$ cat src/rtl/sim_sweep_scheduler.sv
// Raster-sweep scheduler: once per game tick it walks the X_MAX x Y_MAX grid, driving the
// write cell/strobe and a view cell that leads the writer by LOOKAHEAD cells.
module sim_sweep_scheduler #(
  parameter int X_BITS    = 8,
  parameter int Y_BITS    = 7,
  parameter int X_MAX     = 159,
  parameter int Y_MAX     = 119,
  parameter int LOOKAHEAD = 2,
  parameter int SLOW_BITS = 26
) (
  input  logic                 clk,
  input  logic                 RESET_SIM,
  input  logic                 run,
  input  logic                 pause_req,
  input  logic                 step_req,
  input  logic [SLOW_BITS-1:0] factor,
  output logic [X_BITS-1:0]    writeLoc_x,
  output logic [Y_BITS-1:0]    writeLoc_y,
  output logic [X_BITS-1:0]    viewLoc_x,
  output logic [Y_BITS-1:0]    viewLoc_y,
  output logic                 write_flag,
  output logic                 hold_locs,
  output logic                 frame_done,
  output logic [15:0]          frame_count,
  output logic                 overrun,
  output logic [2:0]           state
);

  localparam int CELLS    = (X_MAX + 1) * (Y_MAX + 1);
  localparam int CNT_BITS = $clog2(CELLS + 1);

  typedef enum logic [2:0] {
    IDLE   = 3'd0,
    WAIT   = 3'd1,
    PRIME  = 3'd2,
    SWEEP  = 3'd3,
    PAUSED = 3'd4
  } state_t;

  localparam logic [X_BITS-1:0]   X_LAST     = X_BITS'(X_MAX);
  localparam logic [Y_BITS-1:0]   Y_LAST     = Y_BITS'(Y_MAX);
  localparam logic [CNT_BITS-1:0] PRIME_LAST = CNT_BITS'((LOOKAHEAD == 0) ? 0 : LOOKAHEAD - 1);
  localparam state_t              FRAME_START = (LOOKAHEAD == 0) ? SWEEP : PRIME;

  state_t                state_q, state_d;
  logic [X_BITS-1:0]     wx_q, wx_d, vx_q, vx_d;
  logic [Y_BITS-1:0]     wy_q, wy_d, vy_q, vy_d;
  logic                  wf_q, wf_d, hold_q, hold_d, done_q, done_d, ovr_q, ovr_d;
  logic [15:0]           fc_q, fc_d;
  logic [SLOW_BITS-1:0]  tick_cnt_q, tick_cnt_d, factor_eff;
  logic [CNT_BITS-1:0]   prime_cnt_q, prime_cnt_d;
  logic                  step_frame_q, step_frame_d;
  logic                  tick;

  function automatic logic [X_BITS-1:0] next_x(input logic [X_BITS-1:0] x);
    return (x == X_LAST) ? '0 : x + 1'b1;
  endfunction

  function automatic logic [Y_BITS-1:0] next_y(input logic [X_BITS-1:0] x,
                                               input logic [Y_BITS-1:0] y);
    if (x != X_LAST) return y;
    return (y == Y_LAST) ? '0 : y + 1'b1;
  endfunction

  always_comb begin
    factor_eff   = (factor == '0) ? SLOW_BITS'(1) : factor;
    // >= keeps the counter sane if factor shrinks below the current count
    tick         = run && (tick_cnt_q >= factor_eff - 1'b1);
    tick_cnt_d   = (!run || tick) ? '0 : tick_cnt_q + 1'b1;

    state_d      = state_q;
    wx_d         = wx_q;
    wy_d         = wy_q;
    vx_d         = vx_q;
    vy_d         = vy_q;
    done_d       = 1'b0;
    fc_d         = fc_q;
    ovr_d        = ovr_q;
    prime_cnt_d  = prime_cnt_q;
    step_frame_d = step_frame_q;

    if ((state_q == PRIME || state_q == SWEEP) && tick)
      ovr_d = 1'b1;

    if (!run) begin
      state_d = IDLE;
      wx_d    = '0;
      wy_d    = '0;
      vx_d    = '0;
      vy_d    = '0;
    end else begin
      case (state_q)
        IDLE: state_d = WAIT;
        WAIT: begin
          if (tick) begin
            state_d      = FRAME_START;
            step_frame_d = 1'b0;
            prime_cnt_d  = '0;
          end
        end
        PRIME: begin
          vx_d        = next_x(vx_q);
          vy_d        = next_y(vx_q, vy_q);
          prime_cnt_d = prime_cnt_q + 1'b1;
          if (prime_cnt_q == PRIME_LAST)
            state_d = SWEEP;
        end
        SWEEP: begin
          if (wx_q == X_LAST && wy_q == Y_LAST) begin
            done_d  = 1'b1;
            fc_d    = fc_q + 16'd1;
            wx_d    = '0;
            wy_d    = '0;
            vx_d    = '0;
            vy_d    = '0;
            state_d = (pause_req || step_frame_q) ? PAUSED : WAIT;
          end else begin
            wx_d = next_x(wx_q);
            wy_d = next_y(wx_q, wy_q);
            vx_d = next_x(vx_q);
            vy_d = next_y(vx_q, vy_q);
          end
        end
        PAUSED: begin
          if (!pause_req) begin
            state_d = WAIT;
          end else if (step_req) begin
            state_d      = FRAME_START;
            step_frame_d = 1'b1;
            prime_cnt_d  = '0;
          end
        end
        default: state_d = IDLE;
      endcase
    end

    wf_d   = (state_d == SWEEP);
    hold_d = !(state_d == PRIME || state_d == SWEEP);
  end

  always_ff @(posedge clk) begin
    if (RESET_SIM) begin
      state_q      <= IDLE;
      wx_q         <= '0;
      wy_q         <= '0;
      vx_q         <= '0;
      vy_q         <= '0;
      wf_q         <= 1'b0;
      hold_q       <= 1'b1;
      done_q       <= 1'b0;
      fc_q         <= '0;
      ovr_q        <= 1'b0;
      tick_cnt_q   <= '0;
      prime_cnt_q  <= '0;
      step_frame_q <= 1'b0;
    end else begin
      state_q      <= state_d;
      wx_q         <= wx_d;
      wy_q         <= wy_d;
      vx_q         <= vx_d;
      vy_q         <= vy_d;
      wf_q         <= wf_d;
      hold_q       <= hold_d;
      done_q       <= done_d;
      fc_q         <= fc_d;
      ovr_q        <= ovr_d;
      tick_cnt_q   <= tick_cnt_d;
      prime_cnt_q  <= prime_cnt_d;
      step_frame_q <= step_frame_d;
    end
  end

  assign writeLoc_x  = wx_q;
  assign writeLoc_y  = wy_q;
  assign viewLoc_x   = vx_q;
  assign viewLoc_y   = vy_q;
  assign write_flag  = wf_q;
  assign hold_locs   = hold_q;
  assign frame_done  = done_q;
  assign frame_count = fc_q;
  assign overrun     = ovr_q;
  assign state       = state_q;

endmodule

$ cat config.mk
export PLATFORM = sky130hd
export DESIGN_NAME = sim_sweep_scheduler
export DESIGN_NICKNAME = d
export VERILOG_FILES = /design/src/rtl/sim_sweep_scheduler.sv
export SDC_FILE = /design/constraint.sdc
export NUM_CORES = 1
export LEC_CHECK = 0
export CAP_MARGIN = 20
export CORE_MARGIN = 2
export CORE_UTILIZATION = 58
export DETAILED_ROUTE_END_ITERATION = 10
export PLACE_DENSITY = 0.85
export SLEW_MARGIN = 20
export SYNTH_ARGS = -nofsm -noshare
export SYNTH_HDL_FRONTEND = slang
export SYNTH_SLANG_ARGS = --single-unit
$ cat constraint.sdc
create_clock -name clk -period 12.1 [get_ports clk]
set_clock_uncertainty 0.1 [all_clocks]
set_input_delay 1.21 -clock clk [delete_from_list [all_inputs] [get_ports clk]]
set_output_delay 1.21 -clock clk [all_outputs]
set_load 0.05 [all_outputs]
==> metrics.txt <==
Hold Fails Final Rpt 0; Post-CTS Hold Buffers 0; grt ovf 0; Worst R2R Setup Slack 8800 ps; TritonCTS Buffers 9; Placed Instance Area 6200 um2; Slew HR 34.0%; final core occ 72.9%; syn_nets 696; Final period util 54.9%; # fillers 673; CTS resizes 0; RR Endpoint prime_cnt_q[13]; r2r startpoint tick_cnt_q[23]; first-pass GRT wire length 21.2 mm; CP Capture Type flip-flop; Setup TNS Final 0 ps; detailed placer's ending HPWL 9.30 mm; via count 4,809; initial antenna violation count 0; final slew viol count 0; VDD IR max 0.0654 mV; WL final 12.7 mm; Hold Path Class flip-flop to flip-flop; Post-synth EDFFs 0; Netlist Area Pre-Place 5310 um2; hold path start tick_cnt_q[0]; total power 0.000588 W; fmax 151 MHz; setup bufs post-CTS 0; Slew @ Worst Pin 983 ps; layout cell share with drive strength beyond 1 4.21%; run status completed; Yosys reg bits 95; placement row count 34; DRC Markers 0; Final setup viols 0; Yosys cell types 50; Antenna Nets Post-Route 0; chip width 99.7 um; DR iter-0 viols 255; largest net degree at the start of global routing 26; Setup CP Type input port to flip-flop; Clock Latency Late Sink 380 ps; vias per inst 5.86; H-tree levels 3; CTS root buf clkbuf_8; First-pass DRT Iterations 5; WL/cell 15.5 um; clock transition at the registers of the reported paths 90 ps; vias in the first global route 4,601; core area 8810 um2; number of I/O pins 84; final worst path period need 6640 ps; reg2reg path depth 8; PD cells 91.6 nW/um2; CTS tree done; Setup WS post-layout 5460 ps; die height 99.7 um; final net count 774; Worst Hold Path Cells 1; RSZ-0062 raised after global routing false; CTS sink cnt 95; final instance area 6420 um2; port bufs 83; Max Root-Sink Buffers 2; Startpoint Class input port; Area Overhead vs Synth 20.8%; WP data required 12,260 ps; # Max-Cap Violations 0; die area 9940 um2; post-synthesis sequential area ratio 35.8%; asr flop ratio synth 0%; GP Congestion 0.880; Hold EP tick_cnt_q[0]; Syn. warnings 0; GR Util All Layers 25.9%; Main synth FF type dfxtp_1; pre-CTS setup slack 5200 ps; CP arrival 6800 ps; Initial Util 60.3%; Pleak 2.26 nW; Synth Instances 630; Max Fanout on Critical Path 17; Antenna diodes 0; mean post-synth cell area 8.43 um2
-- cells by family after synthesis --
| logic type | share of synthesized area, % |
|---|---|
| AND/OR/NAND/NOR | 30.2 |
| flip-flops | 35.8 |
| AO/OA/AOI/OAI | 9.07 |
| XOR/XNOR | 13.0 |
| adder cells (fa/ha/maj) | 8.24 |
| buffers and inverters | 2.40 |
| multiplexers | 1.20 |
-- registers in the layout, indices dropped and copies added, names as in the netlist --
name and flops:
frame_count 16, frame_done 1, hold_locs 1, overrun 1, prime_cnt_q 15, state 3, step_frame_q 1, tick_cnt_q 26
viewLoc_x 8, viewLoc_y 7, writeLoc_x 8, writeLoc_y 7, write_flag 1
-- metal layers --
layer | part of all wire (%) | vias to the layer above | routed length, um | track usage, %
li1 | - | 2390 | - | -
met1 | 45 | 2259 | 5790 | 33.5
met2 | 48 | 142 | 6070 | 43.0
met3 | 5.4 | 18 | 682 | 6.32
met4 | 1.5 | 0 | 193 | 8.01
met5 | 0 | - | 0 | 0
-- cells in the mapped netlist, types with 14 or more instances --
master    n  area (um2)
a21oi_1  30         150
dfxtp_1  95        1900
ha_1     35         438
inv_1    14        52.6
nand2_1  49         184
nand3_1  29         145
nand4_1  20         125
nor2_1   99         372
nor3_1   17        85.1
o21ai_0  21         105
or3_1    16         100
xnor2_1  38         333
xor2_1   41         359
-- area by class of cell --
cell class,instances,area [um2],share of cell area [%]
clock buffer,9,124,1.93
clock inverter,6,91.3,1.42
inverter,14,52.6,0.819
multi-input combinational,505,3280,51.1
sequential,95,1900,29.6
tap,108,135,2.11
timing repair buffer,83,831,12.9
-- placed cells by master (no fill, tap or decap), types with 4 or more instances in the layout --
master,n
o31ai_1,5
nor2b_1,7
clkbuf_8,9
nor2_1,99
or4_1,5
and2_1,5
or3_1,16
xor2_1,41
and4_1,9
inv_1,14
dfxtp_1,95
ha_1,35
nor4_1,9
nand3_1,29
xnor2_1,38
a21oi_1,30
nand2b_1,7
nor3_2,5
clkdlybuf4s50_1,83
nand4_1,20
and3_1,12
a21o_1,4
nor3_1,17
nand2_1,49
o21a_1,4
o21ai_0,21
a221oi_1,4
-- critical path: stages --
cell and delay [ps]:
clkdlybuf4s50_1 490, or4_1 610, nor3_1 320, nand4_1 210, nor2_1 210, nor2_1 90, ha_1 210, nand2b_1 100
or3_1 150, nor3_1 80, and3_1 250, nand3_1 110, xor2_1 80, ha_1 320, nand4_1 170, and4bb_2 350
nand4_1 90, o221ai_1 490, o21ai_1 480, nor4_1 410, mux2_2 370
-- report_power, final --
group	switching, W	internal [W]
clock	0.000115	0.000117
combinational	0.0000223	0.0000181
sequential	0.00000164	0.000313
total	0.000139	0.000449
-- worst max-delay path by stage --
stage	from	end	slack [ps]	depth (start not counted)
2_1_floorplan	factor[11]	prime_cnt_q[13]	6600	20
3_3_place_gp	factor[11]	prime_cnt_q[13]	5510	21
3_5_place_dp	factor[11]	prime_cnt_q[14]	5200	21
4_1_cts	factor[11]	prime_cnt_q[14]	5560	21
5_1_grt	factor[11]	prime_cnt_q[13]	4910	21
6_report	factor[11]	prime_cnt_q[13]	5460	21
-- stage by stage --
step           hold slack (ps)  cells
6_report                   374    820
2_1_floorplan              326    630
3_3_place_gp               342    805
4_1_cts                    378    820
3_5_place_dp               353    805
5_1_grt                    404    820
Note: power is estimated with default switching activity, not from simulation.
